[src/rtl/apu_vec_dispatch_ctrl_if.sv]
// Bus interfaces for apu_vec_dispatch_ctrl.
//   apu_vec_dispatch_apu_if : core APU request/response port (core = master).
//   apu_vec_dispatch_vu_if  : dispatch port towards the vector unit (controller = master).
// Signal names keep the controller-relative _i/_o suffixes so they map one-to-one
// onto the controller's port list.

interface apu_vec_dispatch_apu_if #(
  parameter int APU_NARGS    = 3,
  parameter int APU_WOP      = 6,
  parameter int APU_NDSFLAGS = 15,
  parameter int APU_NUSFLAGS = 5
);
  logic                            apu_req_i;
  logic                            apu_gnt_o;
  logic [APU_NARGS-1:0][31:0]      apu_operands_i;
  logic [APU_WOP-1:0]              apu_op_i;
  logic [APU_NDSFLAGS-1:0]         apu_flags_i;
  logic                            apu_rvalid_o;
  logic [31:0]                     apu_result_o;
  logic [APU_NUSFLAGS-1:0]         apu_flags_o;

  // Core side issues ops and consumes results.
  modport master (
    output apu_req_i, apu_operands_i, apu_op_i, apu_flags_i,
    input  apu_gnt_o, apu_rvalid_o, apu_result_o, apu_flags_o
  );

  // Controller side accepts ops and returns results.
  modport slave (
    input  apu_req_i, apu_operands_i, apu_op_i, apu_flags_i,
    output apu_gnt_o, apu_rvalid_o, apu_result_o, apu_flags_o
  );
endinterface

interface apu_vec_dispatch_vu_if #(
  parameter int APU_NARGS    = 3,
  parameter int APU_WOP      = 6,
  parameter int APU_NDSFLAGS = 15,
  parameter int APU_NUSFLAGS = 5
);
  logic                            vu_req_o;
  logic                            vu_gnt_i;
  logic [APU_NARGS-1:0][31:0]      vu_operands_o;
  logic [APU_WOP-1:0]              vu_op_o;
  logic [APU_NDSFLAGS-1:0]         vu_flags_o;
  logic                            vu_done_i;
  logic [31:0]                     vu_result_i;
  logic [APU_NUSFLAGS-1:0]         vu_flags_i;

  // Controller side dispatches ops to the VU.
  modport master (
    output vu_req_o, vu_operands_o, vu_op_o, vu_flags_o,
    input  vu_gnt_i, vu_done_i, vu_result_i, vu_flags_i
  );

  // Vector unit side.
  modport slave (
    input  vu_req_o, vu_operands_o, vu_op_o, vu_flags_o,
    output vu_gnt_i, vu_done_i, vu_result_i, vu_flags_i
  );
endinterface

[src/rtl/apu_vec_dispatch_ctrl.sv]
// apu_vec_dispatch_ctrl: sequences one APU op at a time from the core to the
// vector unit. Memory-class ops (op[1:0]==1) first wait for the core LSU to go
// idle and then take the shared memory master until the response is returned.
// Every op is bounded by TIMEOUT_CYCLES in WAIT; a timeout returns result 0 and
// all-ones flags.
// Optional feature macro: APU_DISPATCH_PERF_CNT_EN adds saturating performance
// counters (ops completed, busy cycles, timeouts).

module apu_vec_dispatch_ctrl #(
  parameter int APU_NARGS      = 3,
  parameter int APU_WOP        = 6,
  parameter int APU_NDSFLAGS   = 15,
  parameter int APU_NUSFLAGS   = 5,
  parameter int TIMEOUT_CYCLES = 256
) (
  input  logic                         clk_i,
  input  logic                         rst_ni,
  apu_vec_dispatch_apu_if.slave        apu,
  apu_vec_dispatch_vu_if.master        vu,
  input  logic                         core_lsu_idle_i,
  output logic                         mem_master_sel_o
`ifdef APU_DISPATCH_PERF_CNT_EN
  ,
  output logic [31:0]                  perf_op_count_o,
  output logic [31:0]                  perf_busy_cycles_o,
  output logic [15:0]                  perf_timeout_count_o
`endif
);

  localparam int TW = (TIMEOUT_CYCLES > 2) ? $clog2(TIMEOUT_CYCLES) : 1;
  localparam logic [TW-1:0] TIMER_LAST = TW'(TIMEOUT_CYCLES - 1);

  typedef enum logic [2:0] {
    ST_IDLE,
    ST_MEM_WAIT,
    ST_ISSUE,
    ST_WAIT,
    ST_RESP
  } state_e;

  state_e                          state_q,    state_d;
  logic [APU_NARGS-1:0][31:0]      operands_q, operands_d;
  logic [APU_WOP-1:0]              op_q,       op_d;
  logic [APU_NDSFLAGS-1:0]         dsflags_q,  dsflags_d;
  logic [31:0]                     result_q,   result_d;
  logic [APU_NUSFLAGS-1:0]         usflags_q,  usflags_d;
  logic                            mem_sel_q,  mem_sel_d;
  logic [TW-1:0]                   timer_q,    timer_d;
  logic                            timeout_hit;

  // A timeout completes the op only when the VU did not finish in the same cycle.
  assign timeout_hit = (state_q == ST_WAIT) && !vu.vu_done_i && (timer_q == TIMER_LAST);

  // Next-state and datapath update for the dispatch sequencer.
  always_comb begin
    // NOTE: every signal assigned here gets a default first, so no path leaves
    // it unassigned and no latch is inferred.
    state_d    = state_q;
    operands_d = operands_q;
    op_d       = op_q;
    dsflags_d  = dsflags_q;
    result_d   = result_q;
    usflags_d  = usflags_q;
    mem_sel_d  = mem_sel_q;
    timer_d    = timer_q;

    unique case (state_q)
      ST_IDLE: begin
        if (apu.apu_req_i) begin
          operands_d = apu.apu_operands_i;
          op_d       = apu.apu_op_i;
          dsflags_d  = apu.apu_flags_i;
          state_d    = (apu.apu_op_i[1:0] == 2'd1) ? ST_MEM_WAIT : ST_ISSUE;
        end
      end
      ST_MEM_WAIT: begin
        if (core_lsu_idle_i) begin
          mem_sel_d = 1'b1;
          state_d   = ST_ISSUE;
        end
      end
      ST_ISSUE: begin
        if (vu.vu_gnt_i) begin
          timer_d = '0;
          state_d = ST_WAIT;
        end
      end
      ST_WAIT: begin
        timer_d = timer_q + TW'(1);
        if (vu.vu_done_i) begin
          result_d  = vu.vu_result_i;
          usflags_d = vu.vu_flags_i;
          state_d   = ST_RESP;
        end else if (timeout_hit) begin
          result_d  = '0;
          usflags_d = '1;
          state_d   = ST_RESP;
        end
      end
      ST_RESP: begin
        mem_sel_d = 1'b0;
        state_d   = ST_IDLE;
      end
      default: state_d = ST_IDLE;
    endcase
  end

  // State register with synchronous active-low reset; reset aborts any op in flight.
  always_ff @(posedge clk_i) begin
    // NOTE: sequential state uses non-blocking assignments so all flops update
    // together from values sampled at the same edge.
    if (!rst_ni) begin
      // NOTE: the operand/op/flag holding registers are reset too, so the vu_*
      // outputs read 0 after reset rather than stale or unknown data.
      state_q    <= ST_IDLE;
      operands_q <= '0;
      op_q       <= '0;
      dsflags_q  <= '0;
      result_q   <= '0;
      usflags_q  <= '0;
      mem_sel_q  <= 1'b0;
      timer_q    <= '0;
    end else begin
      state_q    <= state_d;
      operands_q <= operands_d;
      op_q       <= op_d;
      dsflags_q  <= dsflags_d;
      result_q   <= result_d;
      usflags_q  <= usflags_d;
      mem_sel_q  <= mem_sel_d;
      timer_q    <= timer_d;
    end
  end

  // Handshake strobes are pure state decodes; data outputs come from registers.
  assign apu.apu_gnt_o     = (state_q == ST_IDLE);
  assign apu.apu_rvalid_o  = (state_q == ST_RESP);
  assign apu.apu_result_o  = result_q;
  assign apu.apu_flags_o   = usflags_q;
  assign vu.vu_req_o       = (state_q == ST_ISSUE);
  assign vu.vu_operands_o  = operands_q;
  assign vu.vu_op_o        = op_q;
  assign vu.vu_flags_o     = dsflags_q;
  assign mem_master_sel_o  = mem_sel_q;

`ifdef APU_DISPATCH_PERF_CNT_EN
  logic [31:0] perf_ops_q,  perf_ops_d;
  logic [31:0] perf_busy_q, perf_busy_d;
  logic [15:0] perf_tmo_q,  perf_tmo_d;

  // Saturating event counters: completed ops, non-idle cycles, timeouts.
  always_comb begin
    perf_ops_d  = perf_ops_q;
    perf_busy_d = perf_busy_q;
    perf_tmo_d  = perf_tmo_q;
    if ((state_q == ST_RESP) && (perf_ops_q != '1)) perf_ops_d = perf_ops_q + 32'd1;
    if ((state_q != ST_IDLE) && (perf_busy_q != '1)) perf_busy_d = perf_busy_q + 32'd1;
    if (timeout_hit && (perf_tmo_q != '1)) perf_tmo_d = perf_tmo_q + 16'd1;
  end

  // Performance counter registers.
  always_ff @(posedge clk_i) begin
    if (!rst_ni) begin
      perf_ops_q  <= '0;
      perf_busy_q <= '0;
      perf_tmo_q  <= '0;
    end else begin
      perf_ops_q  <= perf_ops_d;
      perf_busy_q <= perf_busy_d;
      perf_tmo_q  <= perf_tmo_d;
    end
  end

  assign perf_op_count_o      = perf_ops_q;
  assign perf_busy_cycles_o   = perf_busy_q;
  assign perf_timeout_count_o = perf_tmo_q;
`endif

endmodule

[src/flat_wrapper.sv]
// flat-port wrapper written by rule: the top's interface ports become plain ports
module apu_vec_dispatch_ctrl_flat 
#(
  parameter int APU_NARGS      = 3,
  parameter int APU_WOP        = 6,
  parameter int APU_NDSFLAGS   = 15,
  parameter int APU_NUSFLAGS   = 5,
  parameter int TIMEOUT_CYCLES = 256
)
  (clk_i, rst_ni, core_lsu_idle_i, mem_master_sel_o, apu_apu_req_i, apu_apu_operands_i, apu_apu_op_i, apu_apu_flags_i, apu_apu_gnt_o, apu_apu_rvalid_o, apu_apu_result_o, apu_apu_flags_o, vu_vu_req_o, vu_vu_operands_o, vu_vu_op_o, vu_vu_flags_o, vu_vu_gnt_i, vu_vu_done_i, vu_vu_result_i, vu_vu_flags_i);
  apu_vec_dispatch_apu_if #(.APU_NARGS(APU_NARGS), .APU_WOP(APU_WOP), .APU_NDSFLAGS(APU_NDSFLAGS), .APU_NUSFLAGS(APU_NUSFLAGS)) apu_i ();
  apu_vec_dispatch_vu_if #(.APU_NARGS(APU_NARGS), .APU_WOP(APU_WOP), .APU_NDSFLAGS(APU_NDSFLAGS), .APU_NUSFLAGS(APU_NUSFLAGS)) vu_i ();
  input  logic clk_i;
  input  logic rst_ni;
  input  logic core_lsu_idle_i;
  output logic mem_master_sel_o;
  input wire logic [$bits(apu_i.apu_req_i)-1:0] apu_apu_req_i;
  input wire logic [$bits(apu_i.apu_operands_i)-1:0] apu_apu_operands_i;
  input wire logic [$bits(apu_i.apu_op_i)-1:0] apu_apu_op_i;
  input wire logic [$bits(apu_i.apu_flags_i)-1:0] apu_apu_flags_i;
  output wire logic [$bits(apu_i.apu_gnt_o)-1:0] apu_apu_gnt_o;
  output wire logic [$bits(apu_i.apu_rvalid_o)-1:0] apu_apu_rvalid_o;
  output wire logic [$bits(apu_i.apu_result_o)-1:0] apu_apu_result_o;
  output wire logic [$bits(apu_i.apu_flags_o)-1:0] apu_apu_flags_o;
  output wire logic [$bits(vu_i.vu_req_o)-1:0] vu_vu_req_o;
  output wire logic [$bits(vu_i.vu_operands_o)-1:0] vu_vu_operands_o;
  output wire logic [$bits(vu_i.vu_op_o)-1:0] vu_vu_op_o;
  output wire logic [$bits(vu_i.vu_flags_o)-1:0] vu_vu_flags_o;
  input wire logic [$bits(vu_i.vu_gnt_i)-1:0] vu_vu_gnt_i;
  input wire logic [$bits(vu_i.vu_done_i)-1:0] vu_vu_done_i;
  input wire logic [$bits(vu_i.vu_result_i)-1:0] vu_vu_result_i;
  input wire logic [$bits(vu_i.vu_flags_i)-1:0] vu_vu_flags_i;
  assign apu_i.apu_req_i = apu_apu_req_i;
  assign apu_i.apu_operands_i = apu_apu_operands_i;
  assign apu_i.apu_op_i = apu_apu_op_i;
  assign apu_i.apu_flags_i = apu_apu_flags_i;
  assign apu_apu_gnt_o = apu_i.apu_gnt_o;
  assign apu_apu_rvalid_o = apu_i.apu_rvalid_o;
  assign apu_apu_result_o = apu_i.apu_result_o;
  assign apu_apu_flags_o = apu_i.apu_flags_o;
  assign vu_vu_req_o = vu_i.vu_req_o;
  assign vu_vu_operands_o = vu_i.vu_operands_o;
  assign vu_vu_op_o = vu_i.vu_op_o;
  assign vu_vu_flags_o = vu_i.vu_flags_o;
  assign vu_i.vu_gnt_i = vu_vu_gnt_i;
  assign vu_i.vu_done_i = vu_vu_done_i;
  assign vu_i.vu_result_i = vu_vu_result_i;
  assign vu_i.vu_flags_i = vu_vu_flags_i;
  apu_vec_dispatch_ctrl #(.APU_NARGS(APU_NARGS), .APU_WOP(APU_WOP), .APU_NDSFLAGS(APU_NDSFLAGS), .APU_NUSFLAGS(APU_NUSFLAGS), .TIMEOUT_CYCLES(TIMEOUT_CYCLES)) u_core (.clk_i(clk_i), .rst_ni(rst_ni), .apu(apu_i), .vu(vu_i), .core_lsu_idle_i(core_lsu_idle_i), .mem_master_sel_o(mem_master_sel_o));
endmodule
[config.mk]
export PLATFORM = sky130hd
export DESIGN_NAME = apu_vec_dispatch_ctrl_flat
export DESIGN_NICKNAME = d
export VERILOG_FILES = /design/src/rtl/apu_vec_dispatch_ctrl_if.sv /design/src/rtl/apu_vec_dispatch_ctrl.sv /design/src/flat_wrapper.sv
export SDC_FILE = /design/constraint.sdc
export NUM_CORES = 1
export LEC_CHECK = 0
export BUFFER_PORTS_ARGS = -buffer_cell sky130_fd_sc_hd__buf_2
export CAP_MARGIN = 40
export CORE_AREA = 2 2 124 126
export CTS_CLUSTER_DIAMETER = 50
export DETAILED_ROUTE_END_ITERATION = 10
export DIE_AREA = 0 0 126 128
export GPL_TIMING_DRIVEN = 0
export PLACE_DENSITY = 0.72
export SYNTH_ARGS = -nofsm -noshare
export SYNTH_HDL_FRONTEND = slang
export SYNTH_SLANG_ARGS = --single-unit
[constraint.sdc]
create_clock -name clk_i -period 1.9 [get_ports clk_i]
set_input_delay 0.19 -clock clk_i [delete_from_list [all_inputs] [get_ports clk_i]]
set_output_delay 0.19 -clock clk_i [all_outputs]
set_load 0.02 [all_outputs]
* Yosys cells after proc, flatten, opt, wreduce, memory -nomap -nowiden
Cells that the tools add are included.
W data, S select, Z words.
** Cells by class
- Equal/unequal tests :: 10
- Reduce and logical (&&, ||, !) cells :: 12
- Multiplexer cells :: 15
- $add $sub $neg :: 1
** Operators with widths (number)
- $mux W32 :: 2
- $pmux W8 S2 :: 1
- $mux W3 :: 5
- $pmux W3 S4 :: 1
- $mux W5 :: 2
- $add A8 B1 Y8 const B :: 1
- $eq A8 B8 Y1 const B :: 1
- $mux W8 :: 1
- $reduce_and A2 Y1 :: 4
- $eq A3 B2 Y1 const B :: 2
- $reduce_bool A2 Y1 :: 3
- $ne A2 B2 Y1 const B :: 2
- $reduce_and A4 Y1 :: 1
- $eq A3 B1 Y1 const B :: 1
- $eq A3 B3 Y1 const B :: 1
- $logic_not A3 Y1 :: 1
- $ne A3 B2 Y1 const B :: 1
- $eq A2 B1 Y1 const B :: 1
- $logic_and A1 B1 Y1 :: 2
- $mux W2 :: 1
- $ne A2 B1 Y1 const B :: 1
- $pmux W1 S2 :: 1
- $logic_not A1 Y1 :: 1
- $mux W1 :: 1
** Storage, ports and cells
- Output and inout bits :: 158
- Input port bits :: 160
- Register bits :: 166

* Logic depth before layout (Yosys ltp)
Gate-level depths: netlist of run 1.
- Word-level depth :: 6
- Mapped depth :: 8
- Gate-level depth less buffers :: 5

* Least setup slack after synthesis of run 1
OpenSTA, ideal clock, no wires.
- Path kind :: reg2reg
- From :: reg u_core.state_q[0]
- To :: reg u_core.timer_q[5]
- Arrival time :: 1.447 ns
- Period minus slack after synthesis :: 1.576 ns
- Slack :: 0.324 ns
- Path buffers :: 1
- Stages on the path, launching flop included :: 6
- Path through :: dfxtp_1 -> clkbuf_1 -> nor3b_1 -> nand2_1 -> o2111ai_1 -> o41ai_1
** On the way
- Longest elaborated chain between the ends :: 3
** RTL lines
- start, declared :: line apu_vec_dispatch_ctrl.sv:41 : state_e state_q, state_d;
- start signal, assigned :: line apu_vec_dispatch_ctrl.sv:124 : state_q <= state_d;
- $eq A3 B2 Y1 *
- net vu_vu_req_o :: line flat_wrapper.sv:25 : output wire logic [$bits(vu_i.vu_req_o)-1:0] vu_vu_req_o;
- $ne A2 B1 Y1 (no source line) / $reduce_bool A2 Y1 (equally long branches)
- $reduce_and A2 Y1 (no source line)
- end signal, assigned :: line apu_vec_dispatch_ctrl.sv:131 : timer_q <= timer_d;
- end, declared :: line apu_vec_dispatch_ctrl.sv:48 : logic [TW-1:0] timer_q, timer_d;
The timed path passes the listed nets; every way through them passes the cells marked *.
A chain may end at the register's enable or synchronous reset.

* Worst setup path in the final report of run 1
- From :: reg u_core.state_q[2]
- To :: reg u_core.dsflags_q[12] (netlist: u_core.vu.vu_flags_o[12])
** On the way
- Longest elaborated chain between the ends :: 2
** RTL lines
- $logic_not A3 Y1 :: line apu_vec_dispatch_ctrl.sv:67 : unique case (state_q)
- $reduce_and A2 Y1 (no source line)
- end signal, assigned :: line apu_vec_dispatch_ctrl.sv:127 : dsflags_q <= dsflags_d;
- end, declared :: line apu_vec_dispatch_ctrl.sv:44 : logic [APU_NDSFLAGS-1:0] dsflags_q, dsflags_d;
No other way between the ends.

==> summary.md, run 1 <==
| Metric | Value |
|---|---|
| Status | complete, no violations |
| Synthesis-stage register bit count | 166 |
| Final ANT Viol Nets | 0 |
| Crit path kind | flip-flop to flip-flop |
| CP arrival | 2.11 ns |
| Min Tclk post-route | 1.75 ns |
| Final wirelength | 21.3 mm |
| # fillers | 1229 |
| # clock sinks | 166 |
| CTS tree | done |
| Library cells used by synthesis | 40 |
| Fin area | 9640 um^2 |
| Die Wd | 126 um |
| Num CTS Buffers | 17 |
| Setup_tns | 0 ns |
| Synth warn | 0 |
| Die area | 16100 um^2 |
| CTS max path bufs | 2 |
| RSZ-0062 raised after global routing | false |
| Multi-input gate area in the final layout | 2490 um^2 |
| Num rows | 45 |
| Largest net degree at the start of global routing | 17 |
| Slew Viols, Final | 0 |
| Post-DP Area | 7950 um^2 |
| FMAX | 570 MHz |
| Worst reg2reg setup slack | 0.15 ns |
| Final setup vio count | 0 |
| Fin nets | 1354 |
| HP Class | primary input to flip-flop |
| H-tree levels | 4 |
| Sequential Area | 3320 um^2 |
| Via density per instance | 4.87 |
| Register area share after synthesis | 54.2% |
| Cells after Synth | 744 |
| DRT iter0 DRCs | 315 |
| Root buffer cell | clkbuf_16 |
| Critical path's top delay family | buffers and inverters |
| Power per Cell Area | 902 nW/um^2 |
| Critical Path RT | 2.25 ns |
| Port bufs | 317 |
| Worst r2r dst | u_core.vu.vu_flags_o[12] |
| RR Startpoint | u_core.state_q[2] |
| Layout cells sized above 1 | 32.0% |
| Core footprint | 14900 um^2 |
| Worst slew pin tran | 0.551 ns |
| Post-route DRC | 0 |
| Avg Inst Size Synth | 8.24 um^2 |
| Ports | 318 |
| Worst R2R Path Depth | 7 |
| Final Hold Fails | 0 |
| Vias in the first global route | 6558 |
| Worst Hold Depth | 3 |
| Cell area after synthesis | 6130 um^2 |
| CP most frequent cell | buf_2 |
| Highest-count cells in the layout ignoring fill and taps | buf_2, nand2_1, dfxtp_1, a21oi_1, dlygate4sd3_1 |
| Clk pin slew, worst setup/hold paths | 0.07 ns |
| Worst slew margin | 63.3% |
| Die height | 128 um |
| HP Start | apu_apu_op_i[5] |
| Commonest non-fill, non-tap cell in the layout | buf_2 |
| Crit path max-delay cell type | buf_2 |
| Crit share post-route | 92.4% |
| Peak supply drop | 555 uV |
| Worst Skew | 0.0107 ns |
| CP Cell Sequence | buf_6 -> nor3_4 -> nand2_2 -> buf_2 -> buf_2 -> nand2_1 -> a21oi_1 |
| Worst path bufs/invs | 3 |
| Total global routing track utilization | 25.3% |
| DRT Pass-1 Iters | 4 |
| First-pass GRT wire length | 32.6 mm |
| Antenna diodes | 0 |
| Area grow syn2layout | 57.2% |
| CP Capture Type | flip-flop |
| Total grt overflow | 0 |
| Max cap viols | 0 |
| Startpoint types | flip-flop |
| HPWL Detailed | 14.3 mm |
| Max FO, Critical Path | 10 |
| Initial Util | 41.3% |
| RePlAce Congestion | 0.856 |
| Syn nets | 905 |
| Crit path largest cell delay | 0.36 ns |
| Pleak | 4.45 nW |
| Hold Path Sink | u_core.vu.vu_op_o[5] |
| WL per Instance | 15.3 um |
| Clock Latency Late Sink | 0.43 ns |
| DR vias | 6795 |
| Initial antenna violation count | 0 |
[flip-flops by register name, summed over array words and instances (netlist names)]
register,flops
u_core.apu.apu_flags_o,5
u_core.vu.vu_operands_o,96
u_core.vu.vu_flags_o,15
u_core.vu.vu_op_o,6
u_core.timer_q,8
u_core.state_q,3
u_core.mem_master_sel_o,1
u_core.apu.apu_result_o,32
[metrics by stage]
stage	utilization [%]	worst slack (ns)	cells	power (mW)	hold WS [ns]
2_1_floorplan	-	0.324	744	4.74	0.325
3_3_place_gp	53.5	-0.00932	1249	5.32	0.431
3_5_place_dp	53.5	-0.0267	1249	5.33	0.435
4_1_cts	64.8	0.0691	1394	8.72	0.000264
5_1_grt	64.8	0.00173	1394	9.05	0.00590
6_report	64.8	0.145	1394	8.69	0.0116
[final cells by class]
class | instances | area share (%)
flip-flops and latches | 166 | 34.5
clock inverters | 13 | 0.987
clock buffers | 19 | 4.70
repair buffers | 430 | 28.2
inverters | 4 | 0.156
multi-input cells | 517 | 25.8
plain buffers | 57 | 3.22
well taps | 188 | 2.44
[synthesized netlist by cell type, drive strengths merged]
master / number / area, um^2
a211oi: 1 / 7.51
a21boi: 39 / 293
a21oi: 115 / 576
a221oi: 2 / 17.5
a22oi: 1 / 7.51
a31oi: 1 / 6.26
a41oi: 1 / 8.76
and2: 7 / 43.8
and3b: 1 / 8.76
buf: 25 / 189
clkbuf: 32 / 120
dfxtp: 166 / 3320
ha: 1 / 12.5
inv: 4 / 15.0
mux2i: 1 / 10.0
nand2: 273 / 1020
nand3: 2 / 10.0
nand3b: 1 / 20.0
nand4: 2 / 12.5
nand4b: 1 / 8.76
nor2: 6 / 22.5
nor2b: 1 / 6.26
nor3: 3 / 26.3
nor3b: 2 / 15.0
nor4b: 1 / 8.76
o2111ai: 1 / 8.76
o211ai: 1 / 7.51
o21a: 4 / 30.0
o21ai: 39 / 195
o21ba: 1 / 10.0
o221a: 5 / 56.3
o311a: 1 / 10.0
o41ai: 1 / 8.76
or2: 1 / 6.26
or3: 1 / 6.26
[worst max-delay path by stage]
stage	slack, ns	cells past startpoint	to	startpoint
3_3_place_gp	-0.009	7	u_core.vu.vu_flags_o[8]	u_core.state_q[1]
5_1_grt	0.002	7	u_core.vu.vu_flags_o[9]	u_core.state_q[2]
4_1_cts	0.07	4	apu_apu_rvalid_o	u_core.state_q[0]
6_report	0.15	7	u_core.vu.vu_flags_o[12]	u_core.state_q[2]
3_5_place_dp	-0.03	7	u_core.vu.vu_flags_o[12]	u_core.state_q[2]
2_1_floorplan	0.32	5	u_core.timer_q[5]	u_core.state_q[0]
[power by group]
part	internal (mW)	switching, mW	total [mW]
sequential	3.70	0.106	3.81
combinational	0.672	0.984	1.66
clock	1.75	1.47	3.23
[what timing repair did]
action                                  CTS  global route
hold buffers                            113             0
endpoints found under the setup margin   28             1
setup buffers                             0             0
endpoints found under the hold margin   113             0
gates resized for setup                   1             2
[worst reg2reg max path, stage by stage (launching register included)]
cell and delay, ns:
dfxtp_1 0.34, buf_6 0.15, nor3_4 0.05, nand2_2 0.25
buf_2 0.36, buf_2 0.29, nand2_1 0.09, a21oi_1 0.15
[logic make-up (layout without fill, tap and decap cells)]
group           Yosys count  in the layout  synth area share, %
fa+ha+maj                 1              1                0.204
flops                   166            166                 54.2
compound gates          213            213                 20.3
mux                       1              1                0.163
buf+inv                  61            523                 5.28
simple gates            302            302                 19.9
[metal layers]
metal	share of wire, %	wire (um)	GRT usage, %	up-vias
met5	0	0	0	-
met4	3.7	794	12.0	0
met3	7.0	1490	6.68	64
met2	50	10700	44.8	292
met1	39	8330	28.3	3077
li1	-	-	-	3362
(Power assumes the default switching activity.)
==> run 2, diff against run 1 <==
PLACE_DENSITY = 0.73   (was 0.72)
==> summary.md, run 2 (synthesized netlist as in run 1, its figures left out) <==
| Metric | Value |
|---|---|
| Status | complete, no violations |
| Initial antenna violation count | 0 (unchanged) |
| Inst Count DP | 1249 (unchanged) |
| Total global routing track utilization | 24.1% (-1.2 points) |
| Crit path max-delay cell type | dfxtp_1 |
| Crit path largest cell delay | 0.45 ns (+0.09 ns) |
| DRT Pass-1 Iters | 5 (+1) |
| Layout cells sized above 1 | 32.5% (+0.54 points) |
| First-pass GRT wire length | 31.1 mm (-4.4%) |
| Final wirelength | 20.4 mm (-4.1%) |
| Port bufs | 317 (unchanged) |
| Clk pin slew, worst setup/hold paths | 0.06 ns (about the same) |
| Worst path bufs/invs | 2 (-1) |
| DRT iter0 DRCs | 276 (-12%) |
| Post-route DRC | 0 (unchanged) |
| Core footprint | 14900 um^2 (unchanged) |
| Worst slew margin | 60.7% (-2.5 points) |
| Final Util | 63.5% (-1.3 points) |
| Area grow syn2layout | 53.9% |
| RSZ-0062 raised after global routing | false |
| Worst Skew | 0.00894 ns (-0.00176 ns) |
| Slew Viols, Final | 0 (unchanged) |
| Power per Cell Area | 950 nW/um^2 (+5.3%) |
| DR vias | 6648 (-2.2%) |
| Peak supply drop | 562 uV (+1.2%) |
| Root buffer cell | clkbuf_16 |
| Multi-input gate area in the final layout | 2490 um^2 (unchanged) |
| Commonest non-fill, non-tap cell in the layout | buf_2 |
| Final Hold Fails | 0 (unchanged) |
| Critical Path RT | 1.71 ns (-0.54 ns) |
| Die area | 16100 um^2 (unchanged) |
| CP Capture Type | primary output |
| Cell Count, Final, Fillers Out | 1368 (-1.9%) |
| CTS max path bufs | 2 (unchanged) |
| Vias in the first global route | 6270 (-4.4%) |
| Final setup vio count | 0 (unchanged) |
| Crit path kind | flip-flop to primary output |
| CP Cell Sequence | clkbuf_2 -> nor2_1 -> and2_1 -> buf_2 |
| Max cap viols | 0 (unchanged) |
| Pleak | 4.37 nW (-1.8%) |
| Min Tclk post-route | 1.70 ns (-0.0560 ns) |
| H-tree levels | 4 (unchanged) |
| Worst slew pin tran | 0.589 ns (+0.0376 ns) |
| FMAX | 589 MHz (+3.3%) |
| WL per Instance | 14.9 um (-2.3%) |
| Max FO, Critical Path | 10 (unchanged) |
| Antenna diodes | 0 (unchanged) |
| HPWL Detailed | 14.1 mm (-1.5%) |
| Highest-count cells in the layout ignoring fill and taps | buf_2, nand2_1, dfxtp_1, a21oi_1, dlygate4sd3_1 |
| Initial Util | 41.3% (unchanged) |
| HP Class | primary input to flip-flop |
| Largest net degree at the start of global routing | 17 (unchanged) |
| RePlAce Congestion | 0.816 (-4.7%) |
| Total grt overflow | 0 (unchanged) |
| Num CTS Buffers | 17 (unchanged) |
| Die Wd | 126 um (unchanged) |
| # clock sinks | 166 (unchanged) |
| Fin nets | 1328 (-1.9%) |
| Startpoint types | flip-flop |
| CP arrival | 1.51 ns (-0.60 ns) |
| CTS tree | done |
| Die height | 128 um (unchanged) |
| Via density per instance | 4.86 (-0.30%) |
| Num rows | 45 (unchanged) |
| Max reg flops | 96 (unchanged) |
| Number of setup buffers added after CTS | 0 (unchanged) |
| Critical path's top delay family | flip-flops |
| Ports | 318 (unchanged) |
| Crit share post-route | 89.4% (-2.9 points) |
| # fillers | 1228 (-0.081%) |
| Final ANT Viol Nets | 0 (unchanged) |
| Clock Latency Late Sink | 0.42 ns (about the same) |
| Sequential Area | 3320 um^2 (unchanged) |
-- run 2: cell types whose count changed in the layout (fill, tap and decap cells not counted), sizes merged --
| cell | delta |
|---|---|
| bufinv | +3 |
| inv | -4 |
| clkinvlp | -2 |
| clkbuf | +2 |
| dlygate4sd3 | -26 |
| clkinv | +1 |
-- run 2: timing repair --
| item | in CTS | in global routing |
|---|---|---|
| resized for setup | 1 | 2 |
| hold endpoints to repair | 87 | 0 |
| endpoints found under the setup margin | 18 | 1 |
| hold buffers | 87 | 0 |
-- run 2: path summary, 6_finish.rpt --
path                           from                     endpoint  slack [ns]  cells after the start
max               u_core.state_q[0]             apu_apu_rvalid_o        0.20                      4
max reg2reg       u_core.state_q[2]     u_core.vu.vu_flags_o[10]        0.22                      7
min          apu_apu_operands_i[86]  u_core.vu.vu_operands_o[86]        0.01                      3
min reg2reg    u_core.vu.vu_op_o[2]         u_core.vu.vu_op_o[2]        0.45                      2
-- run 2: final cells by class --
class                      count  share of cell area, %
tap                          188                   2.49
timing repair buffer         404                   26.0
inverter                       4                  0.159
clock buffer                  21                   4.88
sequential                   166                   35.2
clock inverter                11                   1.56
buffer                        57                   3.29
multi-input combinational    517                   26.4
-- run 2: metal layers --
layer | global-route usage, % | vias to the layer above | part of all wire [%]
met3 | 6.34 | 48 | 7.2
li1 | - | 3313 | -
met5 | 0 | - | 0
met4 | 10.9 | 0 | 3.1
met1 | 28.1 | 3015 | 41
met2 | 41.5 | 272 | 49
-- run 2: tightest hold or removal path: stages --
cell	delay, ns
buf_2	0.10
nand2_1	0.05
a21oi_1	0.05
-- run 2: metrics by stage --
step / total power [mW] / hold slack (ns) / setup TNS (ns) / instance area, um^2 / setup WS, ns
floorplan: 4.74 / 0.325 / 0 / 6130 / 0.324
global placement: 5.32 / 0.429 / -0.519 / 7950 / -0.0523
detailed placement: 5.33 / 0.436 / -0.0640 / 7950 / -0.0229
CTS: 9.00 / 0.000167 / 0 / 9440 / 0.0422
global route: 9.32 / 0.00686 / 0 / 9440 / 0.00192
finish: 8.96 / 0.0132 / 0 / 9440 / 0.201
-- run 2: where the power goes --
part	switching (mW)	internal, mW	total (mW)
sequential	0.106	3.70	3.81
clock	1.41	2.14	3.55
combinational	0.961	0.637	1.60
total	2.48	6.48	8.96
